`src/rtl/shift_register_ctrl.sv`:
```
// shift_register_ctrl
//   Serial/parallel shift register for the I2C byte engine. A load starts a
//   frame; each accepted shift_en strobe moves one bit out of shift_out and
//   one bit in from shift_in. After REG_WIDTH accepted strobes the frame ends,
//   busy drops and done pulses for one cycle.
//
//   Optional feature, macro SHIFT_REG_PARITY_EN: adds output `parity`, the
//   XOR of every bit accepted on shift_in during the current frame.
//
// Ports
//   clk        in   clock, rising edge
//   rst        in   asynchronous active-high reset
//   load       in   parallel-load strobe, starts a frame (beats shift_en)
//   load_data  in   [REG_WIDTH]  value captured on load
//   shift_en   in   one-cycle shift strobe, honoured only while busy
//   shift_in   in   serial input bit
//   shift_out  out  serial output bit (MSB or LSB of par_out)
//   par_out    out  [REG_WIDTH] register contents
//   bit_cnt    out  [CNT_W] bits shifted in the current frame
//   busy       out  frame in progress
//   done       out  one-cycle pulse after the final shift of a frame
//   parity     out  running XOR of received bits (SHIFT_REG_PARITY_EN only)
module shift_register_ctrl #(
  parameter int                   REG_WIDTH   = 8,
  parameter logic [REG_WIDTH-1:0] RESET_VALUE = '0,
  parameter bit                   MSB_FIRST   = 1'b1,
  localparam int                  CNT_W       = $clog2(REG_WIDTH+1)
) (
  input  logic                 clk,
  input  logic                 rst,
  input  logic                 load,
  input  logic [REG_WIDTH-1:0] load_data,
  input  logic                 shift_en,
  input  logic                 shift_in,
  output logic                 shift_out,
  output logic [REG_WIDTH-1:0] par_out,
  output logic [CNT_W-1:0]     bit_cnt,
  output logic                 busy,
`ifdef SHIFT_REG_PARITY_EN
  output logic                 parity,
`endif
  output logic                 done
);

  logic [REG_WIDTH-1:0] par_q, par_d;
  logic [CNT_W-1:0]     cnt_q, cnt_d;
  logic                 busy_q, busy_d;
  logic                 done_q, done_d;
  logic                 accept;

  // A strobe only counts while a frame is open; after the final bit the
  // register freezes until the next load (no wrap-around).
  assign accept = shift_en && !load && busy_q;

  always_comb begin
    par_d  = par_q;
    cnt_d  = cnt_q;
    busy_d = busy_q;
    done_d = 1'b0;
    if (load) begin
      par_d  = load_data;
      cnt_d  = '0;
      busy_d = 1'b1;
    end else if (accept) begin
      if (MSB_FIRST) par_d = {par_q[REG_WIDTH-2:0], shift_in};
      else           par_d = {shift_in, par_q[REG_WIDTH-1:1]};
      cnt_d = cnt_q + CNT_W'(1);
      if (cnt_q == CNT_W'(REG_WIDTH-1)) begin
        busy_d = 1'b0;
        done_d = 1'b1;
      end
    end
  end

  always_ff @(posedge clk or posedge rst) begin
    if (rst) begin
      par_q  <= RESET_VALUE;
      cnt_q  <= '0;
      busy_q <= 1'b0;
      done_q <= 1'b0;
    end else begin
      par_q  <= par_d;
      cnt_q  <= cnt_d;
      busy_q <= busy_d;
      done_q <= done_d;
    end
  end

`ifdef SHIFT_REG_PARITY_EN
  logic par_bit_q, par_bit_d;

  always_comb begin
    par_bit_d = par_bit_q;
    if (load)        par_bit_d = 1'b0;
    else if (accept) par_bit_d = par_bit_q ^ shift_in;
  end

  always_ff @(posedge clk or posedge rst) begin
    if (rst) par_bit_q <= 1'b0;
    else     par_bit_q <= par_bit_d;
  end

  assign parity = par_bit_q;
`endif

  assign par_out   = par_q;
  assign bit_cnt   = cnt_q;
  assign busy      = busy_q;
  assign done      = done_q;
  assign shift_out = MSB_FIRST ? par_q[REG_WIDTH-1] : par_q[0];

endmodule

```
`config.mk`:
```
export PLATFORM = sky130hd
export DESIGN_NAME = shift_register_ctrl
export DESIGN_NICKNAME = d
export VERILOG_FILES = /design/src/rtl/shift_register_ctrl.sv
export SDC_FILE = /design/constraint.sdc
export NUM_CORES = 1
export LEC_CHECK = 0
export BUFFER_PORTS_ARGS = -buffer_cell sky130_fd_sc_hd__buf_2
export CAP_MARGIN = 20
export CORE_UTILIZATION = 40
export DETAILED_ROUTE_END_ITERATION = 7
export GPL_TIMING_DRIVEN = 0
export PLACE_DENSITY = 0.83
export SLEW_MARGIN = 15
export SYNTH_ARGS = -nofsm -noshare
export SYNTH_HDL_FRONTEND = slang
export SYNTH_SLANG_ARGS = --single-unit
```
`constraint.sdc`:
```
create_clock -name clk -period 1.15 [get_ports clk]
set_clock_uncertainty 0.2 [all_clocks]
set_input_delay 0.115 -clock clk [delete_from_list [all_inputs] [get_ports clk]]
set_output_delay 0.115 -clock clk [all_outputs]
set_load 0.01 [all_outputs]
```
==> impl_metrics.xml, run 1 <==
<?xml version="1.0" encoding="UTF-8"?>
<metrics>
  <group name="final_layout">
    <metric name="final.fill_count" unit="">86</metric>
    <metric name="drive_above_1_share" unit="">0.492</metric>
    <metric name="multi_input_area" unit="sq um">310</metric>
    <metric name="final_cell_mix" unit="">22 x buf_2, 13 x dlygate4sd3_1, 12 x buf_4</metric>
    <metric name="seq_area" unit="sq um">354</metric>
    <metric name="finish.utilization" unit="">0.796</metric>
    <metric name="layoutNonFillerInstCount" unit="">136</metric>
    <metric name="area.growth.synth_to_final" unit="%">86.1</metric>
    <metric name="antennaDiodeCount" unit="">0</metric>
    <metric name="design.final.nets" unit="">135</metric>
    <metric name="mostFrequentLayoutCell" unit="">buf_2</metric>
  </group>
  <group name="hold_path">
    <metric name="hp-class" unit="">in2reg</metric>
    <metric name="worstHoldStart" unit="">shift_en</metric>
  </group>
  <group name="clocking">
    <metric name="cts_num_sinks" unit="">14</metric>
    <metric name="clock_tree_from_tritoncts" unit="">done</metric>
    <metric name="cts-root-buf" unit="">clkbuf_4</metric>
    <metric name="max-clock-path-buffers" unit="">2</metric>
    <metric name="cts_made_buffers" unit="">3</metric>
    <metric name="path_clk_slew" unit="ns">0.09</metric>
    <metric name="clock_tree.htree_level_count" unit="">1</metric>
    <metric name="clk-insertion-delay-late" unit="ns">0.28</metric>
  </group>
  <group name="floorplan">
    <metric name="die_w" unit="microns">41.9</metric>
    <metric name="fp-row-count" unit="">14</metric>
    <metric name="effective_utilization_at_floorplan" unit="">0.428</metric>
    <metric name="design.die.area" unit="sq mm">0.00176</metric>
    <metric name="ioPinCount" unit="">28</metric>
    <metric name="core_region_area" unit="sq mm">0.00149</metric>
    <metric name="floorplan.die.height" unit="microns">41.9</metric>
  </group>
  <group name="synthesis">
    <metric name="ys_ff_latch" unit="">14</metric>
    <metric name="synth.net_count" unit="">75</metric>
    <metric name="post_synth_num_cell_types" unit="">17</metric>
    <metric name="yosys_warnings" unit="">0</metric>
    <metric name="syn-instance-count" unit="">61</metric>
    <metric name="post_synthesis_mean_instance_area" unit="sq um">10.4</metric>
    <metric name="synth.cell_area" unit="sq um">637</metric>
    <metric name="sequential_to_total_area_share_from_yosys_stat" unit="">0.550</metric>
  </group>
  <group name="worst_setup_path">
    <metric name="crit_path_capture_type" unit="">flip-flop</metric>
    <metric name="timing.critical_path.from_type" unit="">flip-flop</metric>
    <metric name="rr_worst_depth" unit="">4</metric>
    <metric name="worstPathMaxFanout" unit="">5</metric>
    <metric name="worst_setup_path_startpoint" unit="">busy</metric>
    <metric name="worst-endpoint-arrival" unit="ns">1.28</metric>
    <metric name="cp.required" unit="ns">1.09</metric>
    <metric name="type_of_the_setup_path_with_the_least_slack" unit="">reg2reg</metric>
    <metric name="timing.critical_path.to" unit="">par_out[5]</metric>
    <metric name="r2r-end" unit="">par_out[5]</metric>
    <metric name="regToRegStartpoint" unit="">busy</metric>
    <metric name="worst-r2r-setup-slack" unit="ns">-0.19</metric>
  </group>
  <group name="sta">
    <metric name="timing.setup.tns" unit="ns">-1.96</metric>
    <metric name="finalMaxSlewViolations" unit="">0</metric>
    <metric name="max_slew.worst_pin.slew" unit="ns">0.539</metric>
    <metric name="worst_slew_margin_rel" unit="">0.640</metric>
    <metric name="final.setup.worst_slack" unit="ns">-0.192</metric>
    <metric name="peak_freq" unit="MHz">745</metric>
    <metric name="timing.final.hold_violations" unit="">0</metric>
    <metric name="post-route-min-period" unit="ns">1.34</metric>
    <metric name="unrepaired_setup_endpoints_after_global_routing" unit="">true</metric>
    <metric name="post-route-period-util" unit="">1.17</metric>
    <metric name="final-setup-viol-count" unit="">20</metric>
  </group>
  <group name="pwr">
    <metric name="peak_supply_drop" unit="uV">793</metric>
    <metric name="power-per-cell-area" unit="mW/mm^2">1010</metric>
    <metric name="cellLeakagePower" unit="uW">0.000578</metric>
  </group>
  <group name="drt">
    <metric name="dr.first_iter.drc_count" unit="">15</metric>
    <metric name="postRouteWirelength" unit="microns">2040</metric>
    <metric name="detail_route.drc_violations" unit="">0</metric>
    <metric name="drtAntennaViolNets" unit="">0</metric>
    <metric name="routed-via-count" unit="">693</metric>
    <metric name="drt-vias-per-instance" unit="">5.10</metric>
    <metric name="drt_pass1_iterations" unit="">4</metric>
    <metric name="routed_wire_length_per_instance" unit="microns">15.0</metric>
  </group>
  <group name="global_routing">
    <metric name="grt_antenna_before_repair" unit="">0</metric>
    <metric name="grt_pass1_wl" unit="microns">2760</metric>
    <metric name="grt_util_all_layers" unit="">0.211</metric>
    <metric name="first_global_vias" unit="">645</metric>
    <metric name="leftover_overflow_at_the_end_of_global_routing" unit="">0</metric>
    <metric name="pin_count_of_the_biggest_net_entering_global_routing" unit="">15</metric>
  </group>
  <group name="run_status">
    <metric name="run_status" unit="">complete, but fails checks</metric>
    <metric name="failed_checks" unit="">setup timing</metric>
  </group>
  <group name="job">
    <metric name="max-cap-violations" unit="">0</metric>
  </group>
  <group name="placed_design">
    <metric name="place.detailed.hpwl" unit="microns">956</metric>
    <metric name="count_of_buffers_inserted_at_the_top_level_ports" unit="">27</metric>
    <metric name="gpl.final_weighted_congestion" unit="">0.722</metric>
    <metric name="placed_cells" unit="">104</metric>
  </group>
</metrics>
==> critical path: stages, from the launching register on <==
cell and delay (ns):
dfrtp_2 0.44, nand2_4 0.11, buf_8 0.14, mux2i_1 0.20, o21ai_1 0.10
==> report_power, final <==
part           leakage (uW)  internal [uW]  total, uW  switching [uW]
sequential         0.000171            530        564            34.2
clock             0.0000150            135        294             159
combinational      0.000392            194        338             145
==> sequential cells by signal, summed over array words and instances, names as in the netlist <==
register  flops
done          1
par_out       8
busy          1
bit_cnt       4
==> layout make-up <==
cell class	instances	area share
buffer	4	0.0285
multi-input combinational	42	0.262
inverter	1	0.00317
sequential	14	0.299
clock buffer	4	0.0222
tap	16	0.0169
timing repair buffer	55	0.369
==> metal layers <==
metal / vias up / track usage / wire (microns) / part of all wire
li1: 332 / - / - / -
met1: 333 / 0.266 / 832 / 0.41
met2: 26 / 0.350 / 1110 / 0.55
met3: 2 / 0.0391 / 82 / 0.040
met4: 0 / 0.0968 / 9 / 0.0044
met5: - / 0 / 0 / 0
==> Yosys cell counts <==
library cell / number / area share
dfrtp_1: 14 / 0.55
nand2_1: 10 / 0.059
o21ai_0: 9 / 0.071
mux2i_1: 8 / 0.13
nand3_1: 3 / 0.024
a21oi_1: 2 / 0.016
buf_4: 2 / 0.024
clkbuf_1: 2 / 0.012
nor2_1: 2 / 0.012
xor2_1: 2 / 0.028
a21o_1: 1 / 0.012
ha_1: 1 / 0.020
inv_1: 1 / 0.0059
nand2_2: 1 / 0.0098
nand4b_1: 1 / 0.014
nor4_1: 1 / 0.0098
or3_1: 1 / 0.0098
==> what timing repair did <==
item,4_1_cts,5_1_grt
hold buffers,13,0
setup buffers,6,8
endpoints found under the setup margin,21,28
gates cloned,1,0
gates resized for setup,14,5
hold endpoints to repair,24,0
pin swaps,7,3
==> logic make-up after synthesis <==
family,synth area share
simple gates,0.138
flops,0.550
mux,0.126
xor+xnor,0.0275
buf+inv,0.0412
fa+ha+maj,0.0196
compound gates,0.0982
==> metrics by stage <==
step	setup slack (ns)	instance area (sq um)	total power (uW)	hold WS (ns)
2_1_floorplan	-0.0891	662	680	-0.196
3_5_place_dp	-0.179	817	764	-0.0278
6_report	-0.192	1180	1200	0.0282
3_3_place_gp	-0.129	817	754	-0.0342
5_1_grt	-0.254	1180	1250	0.0343
4_1_cts	-0.158	1100	1140	0.0137
==> worst min-delay path by stage <==
stage / slack, ns / end / cells after the start
5_1_grt: 0.03 / bit_cnt[2] / 4
4_1_cts: 0.01 / bit_cnt[2] / 4
3_3_place_gp: -0.03 / par_out[7] / 2
3_5_place_dp: -0.03 / par_out[7] / 2
2_1_floorplan: -0.20 / bit_cnt[2] / 1
6_report: 0.03 / bit_cnt[2] / 4
(Power assumes the default switching activity.)
==> inputs of run 2 (changes only) <==
--- a/config.mk
+++ b/config.mk
@@ -6,7 +6,6 @@
 export NUM_CORES = 1
 export LEC_CHECK = 0
 export BUFFER_PORTS_ARGS = -buffer_cell sky130_fd_sc_hd__buf_2
-export CAP_MARGIN = 20
 export CORE_UTILIZATION = 40
 export DETAILED_ROUTE_END_ITERATION = 7
 export GPL_TIMING_DRIVEN = 0
==> constraint.sdc (replaced) <==
create_clock -name clk -period 1.1 [get_ports clk]
set_clock_uncertainty 0.2 [all_clocks]
set_input_delay 0.11 -clock clk [delete_from_list [all_inputs] [get_ports clk]]
set_output_delay 0.11 -clock clk [all_outputs]
set_load 0.01 [all_outputs]
==> impl_metrics.xml, run 2 (synthesized netlist as in run 1, its figures left out) <==
<?xml version="1.0" encoding="UTF-8"?>
<metrics>
  <group name="sta">
    <metric name="finalMaxSlewViolations" unit="">0</metric>
    <metric name="max_slew.worst_pin.slew" unit="ns">0.479</metric>
    <metric name="timing.setup.tns" unit="ns">-3.26</metric>
    <metric name="post-route-period-util" unit="">1.24</metric>
    <metric name="post-route-min-period" unit="ns">1.36</metric>
    <metric name="unrepaired_setup_endpoints_after_global_routing" unit="">true</metric>
    <metric name="timing.final.hold_violations" unit="">0</metric>
    <metric name="peak_freq" unit="MHz">735</metric>
    <metric name="final-setup-viol-count" unit="">28</metric>
    <metric name="worst_slew_margin_rel" unit="">0.680</metric>
    <metric name="fin_hold_ws" unit="ns">0.00930</metric>
    <metric name="final.setup.worst_slack" unit="ns">-0.260</metric>
  </group>
  <group name="pwr">
    <metric name="cellLeakagePower" unit="uW">0.000560</metric>
    <metric name="peak_supply_drop" unit="uV">732</metric>
    <metric name="power-per-cell-area" unit="mW/mm^2">1120</metric>
  </group>
  <group name="floorplan">
    <metric name="floorplan.die.height" unit="microns">41.9</metric>
    <metric name="design.die.area" unit="sq mm">0.00176</metric>
    <metric name="ioPinCount" unit="">28</metric>
    <metric name="die_w" unit="microns">41.9</metric>
    <metric name="fp-row-count" unit="">14</metric>
    <metric name="effective_utilization_at_floorplan" unit="">0.428</metric>
    <metric name="core_region_area" unit="sq mm">0.00149</metric>
  </group>
  <group name="placed_design">
    <metric name="place.detailed.hpwl" unit="microns">938</metric>
    <metric name="place_ws" unit="ns">-0.217</metric>
    <metric name="gpl.final_weighted_congestion" unit="">0.741</metric>
    <metric name="placed_cells" unit="">104</metric>
    <metric name="count_of_buffers_inserted_at_the_top_level_ports" unit="">27</metric>
  </group>
  <group name="global_routing">
    <metric name="first_global_vias" unit="">671</metric>
    <metric name="pin_count_of_the_biggest_net_entering_global_routing" unit="">15</metric>
    <metric name="leftover_overflow_at_the_end_of_global_routing" unit="">0</metric>
    <metric name="grt_util_all_layers" unit="">0.252</metric>
    <metric name="grt_antenna_before_repair" unit="">0</metric>
    <metric name="grt_pass1_wl" unit="microns">3130</metric>
  </group>
  <group name="drt">
    <metric name="drt-vias-per-instance" unit="">4.98</metric>
    <metric name="routed-via-count" unit="">667</metric>
    <metric name="postRouteWirelength" unit="microns">1980</metric>
    <metric name="drtAntennaViolNets" unit="">0</metric>
    <metric name="met3_wirelength" unit="microns">93</metric>
    <metric name="dr.first_iter.drc_count" unit="">21</metric>
    <metric name="highest-signal-layer" unit="">met4</metric>
    <metric name="routed_wire_length_per_instance" unit="microns">14.7</metric>
    <metric name="wl_met1" unit="microns">803</metric>
    <metric name="drt_pass1_iterations" unit="">4</metric>
    <metric name="met2_wirelength" unit="microns">1060</metric>
    <metric name="detail_route.drc_violations" unit="">0</metric>
  </group>
  <group name="clocking">
    <metric name="cts-root-buf" unit="">clkbuf_4</metric>
    <metric name="clk-insertion-delay-late" unit="ns">0.29</metric>
    <metric name="clock_tree_from_tritoncts" unit="">done</metric>
    <metric name="cts_made_buffers" unit="">3</metric>
    <metric name="max-clock-path-buffers" unit="">2</metric>
    <metric name="path_clk_slew" unit="ns">0.10</metric>
    <metric name="cts_num_sinks" unit="">14</metric>
    <metric name="clock_tree.htree_level_count" unit="">1</metric>
  </group>
  <group name="worst_setup_path">
    <metric name="worst-r2r-setup-slack" unit="ns">-0.26</metric>
    <metric name="type_of_the_setup_path_with_the_least_slack" unit="">reg2reg</metric>
    <metric name="cp.required" unit="ns">1.05</metric>
    <metric name="worst-endpoint-arrival" unit="ns">1.31</metric>
    <metric name="rr_worst_depth" unit="">4</metric>
    <metric name="r2r-end" unit="">par_out[5]</metric>
    <metric name="worstPathMaxFanout" unit="">5</metric>
    <metric name="regToRegStartpoint" unit="">busy</metric>
    <metric name="worst_setup_path_startpoint" unit="">busy</metric>
    <metric name="crit_path_capture_type" unit="">flip-flop</metric>
    <metric name="timing.critical_path.from_type" unit="">flip-flop</metric>
  </group>
  <group name="hold_path">
    <metric name="worstHoldStart" unit="">shift_en</metric>
    <metric name="hold_end" unit="">bit_cnt[2]</metric>
    <metric name="hp-class" unit="">in2reg</metric>
    <metric name="worstHoldPathCells" unit="">4</metric>
  </group>
  <group name="final_layout">
    <metric name="area.growth.synth_to_final" unit="%">85.3</metric>
    <metric name="mostFrequentLayoutCell" unit="">buf_2</metric>
    <metric name="layoutNonFillerInstCount" unit="">134</metric>
    <metric name="antennaDiodeCount" unit="">0</metric>
    <metric name="design.final.nets" unit="">133</metric>
    <metric name="drive_above_1_share" unit="">0.500</metric>
    <metric name="flip_flop_count_of_the_largest_register_all_copies_and_words_added" unit="">8</metric>
    <metric name="multi_input_area" unit="sq um">315</metric>
    <metric name="finish.utilization" unit="">0.792</metric>
    <metric name="final_cell_mix" unit="">23 x buf_2, 13 x dlygate4sd3_1, 11 x buf_4</metric>
    <metric name="seq_area" unit="sq um">355</metric>
    <metric name="final.fill_count" unit="">97</metric>
  </group>
  <group name="job">
    <metric name="max-cap-violations" unit="">0</metric>
  </group>
  <group name="run_status">
    <metric name="failed_checks" unit="">setup timing</metric>
    <metric name="run_status" unit="">complete, but fails checks</metric>
  </group>
</metrics>
-- run 2: power by group --
part / switching, uW / internal (uW)
logic: 149 / 193
registers: 32.6 / 554
clock network: 191 / 201
total: 373 / 948
-- run 2: how the worst max path moves through the flow --
stage | slack (ns) | endpoint
6_report | -0.26 | par_out[5]
5_1_grt | -0.28 | par_out[5]
4_1_cts | -0.23 | par_out[5]
3_5_place_dp | -0.22 | par_out[0]
3_3_place_gp | -0.18 | par_out[4]
2_1_floorplan | -0.14 | par_out[0]
-- run 2: per-layer routing --
layer	up-vias	track usage
li1	322	-
met1	315	0.288
met2	28	0.434
met3	2	0.0435
met4	0	0.148
met5	-	0
-- run 2: area by class of cell --
| class | count | area share |
|---|---|---|
| Inverter | 1 | 0.00636 |
| Timing Repair Buffer | 53 | 0.349 |
| Buffer | 4 | 0.0286 |
| Tap cell | 16 | 0.0170 |
| Clock buffer | 4 | 0.0308 |
| Sequential cell | 14 | 0.301 |
| Multi-Input combinational cell | 42 | 0.267 |
-- run 2: worst max-delay path, cell delays in order, from the launching register on --
cell and delay, ns:
dfrtp_2 0.45, nand2_4 0.12, buf_8 0.14, mux2i_2 0.22, o21ai_1 0.10
-- run 2: through the flow --
step | power (uW) | cell area, sq um
floorplan | 711 | 662
global placement | 789 | 817
detailed placement | 798 | 817
CTS | 1280 | 1130
global route | 1380 | 1180
finish | 1320 | 1180
-- run 2: timing repair --
action	4_1_cts	5_1_grt
setup buffers	11	2
pin swaps	3	5
endpoints found under the hold margin	24	0
endpoints found under the setup margin	28	37
gates cloned	1	0
resized for setup	8	10
hold buffers	13	0
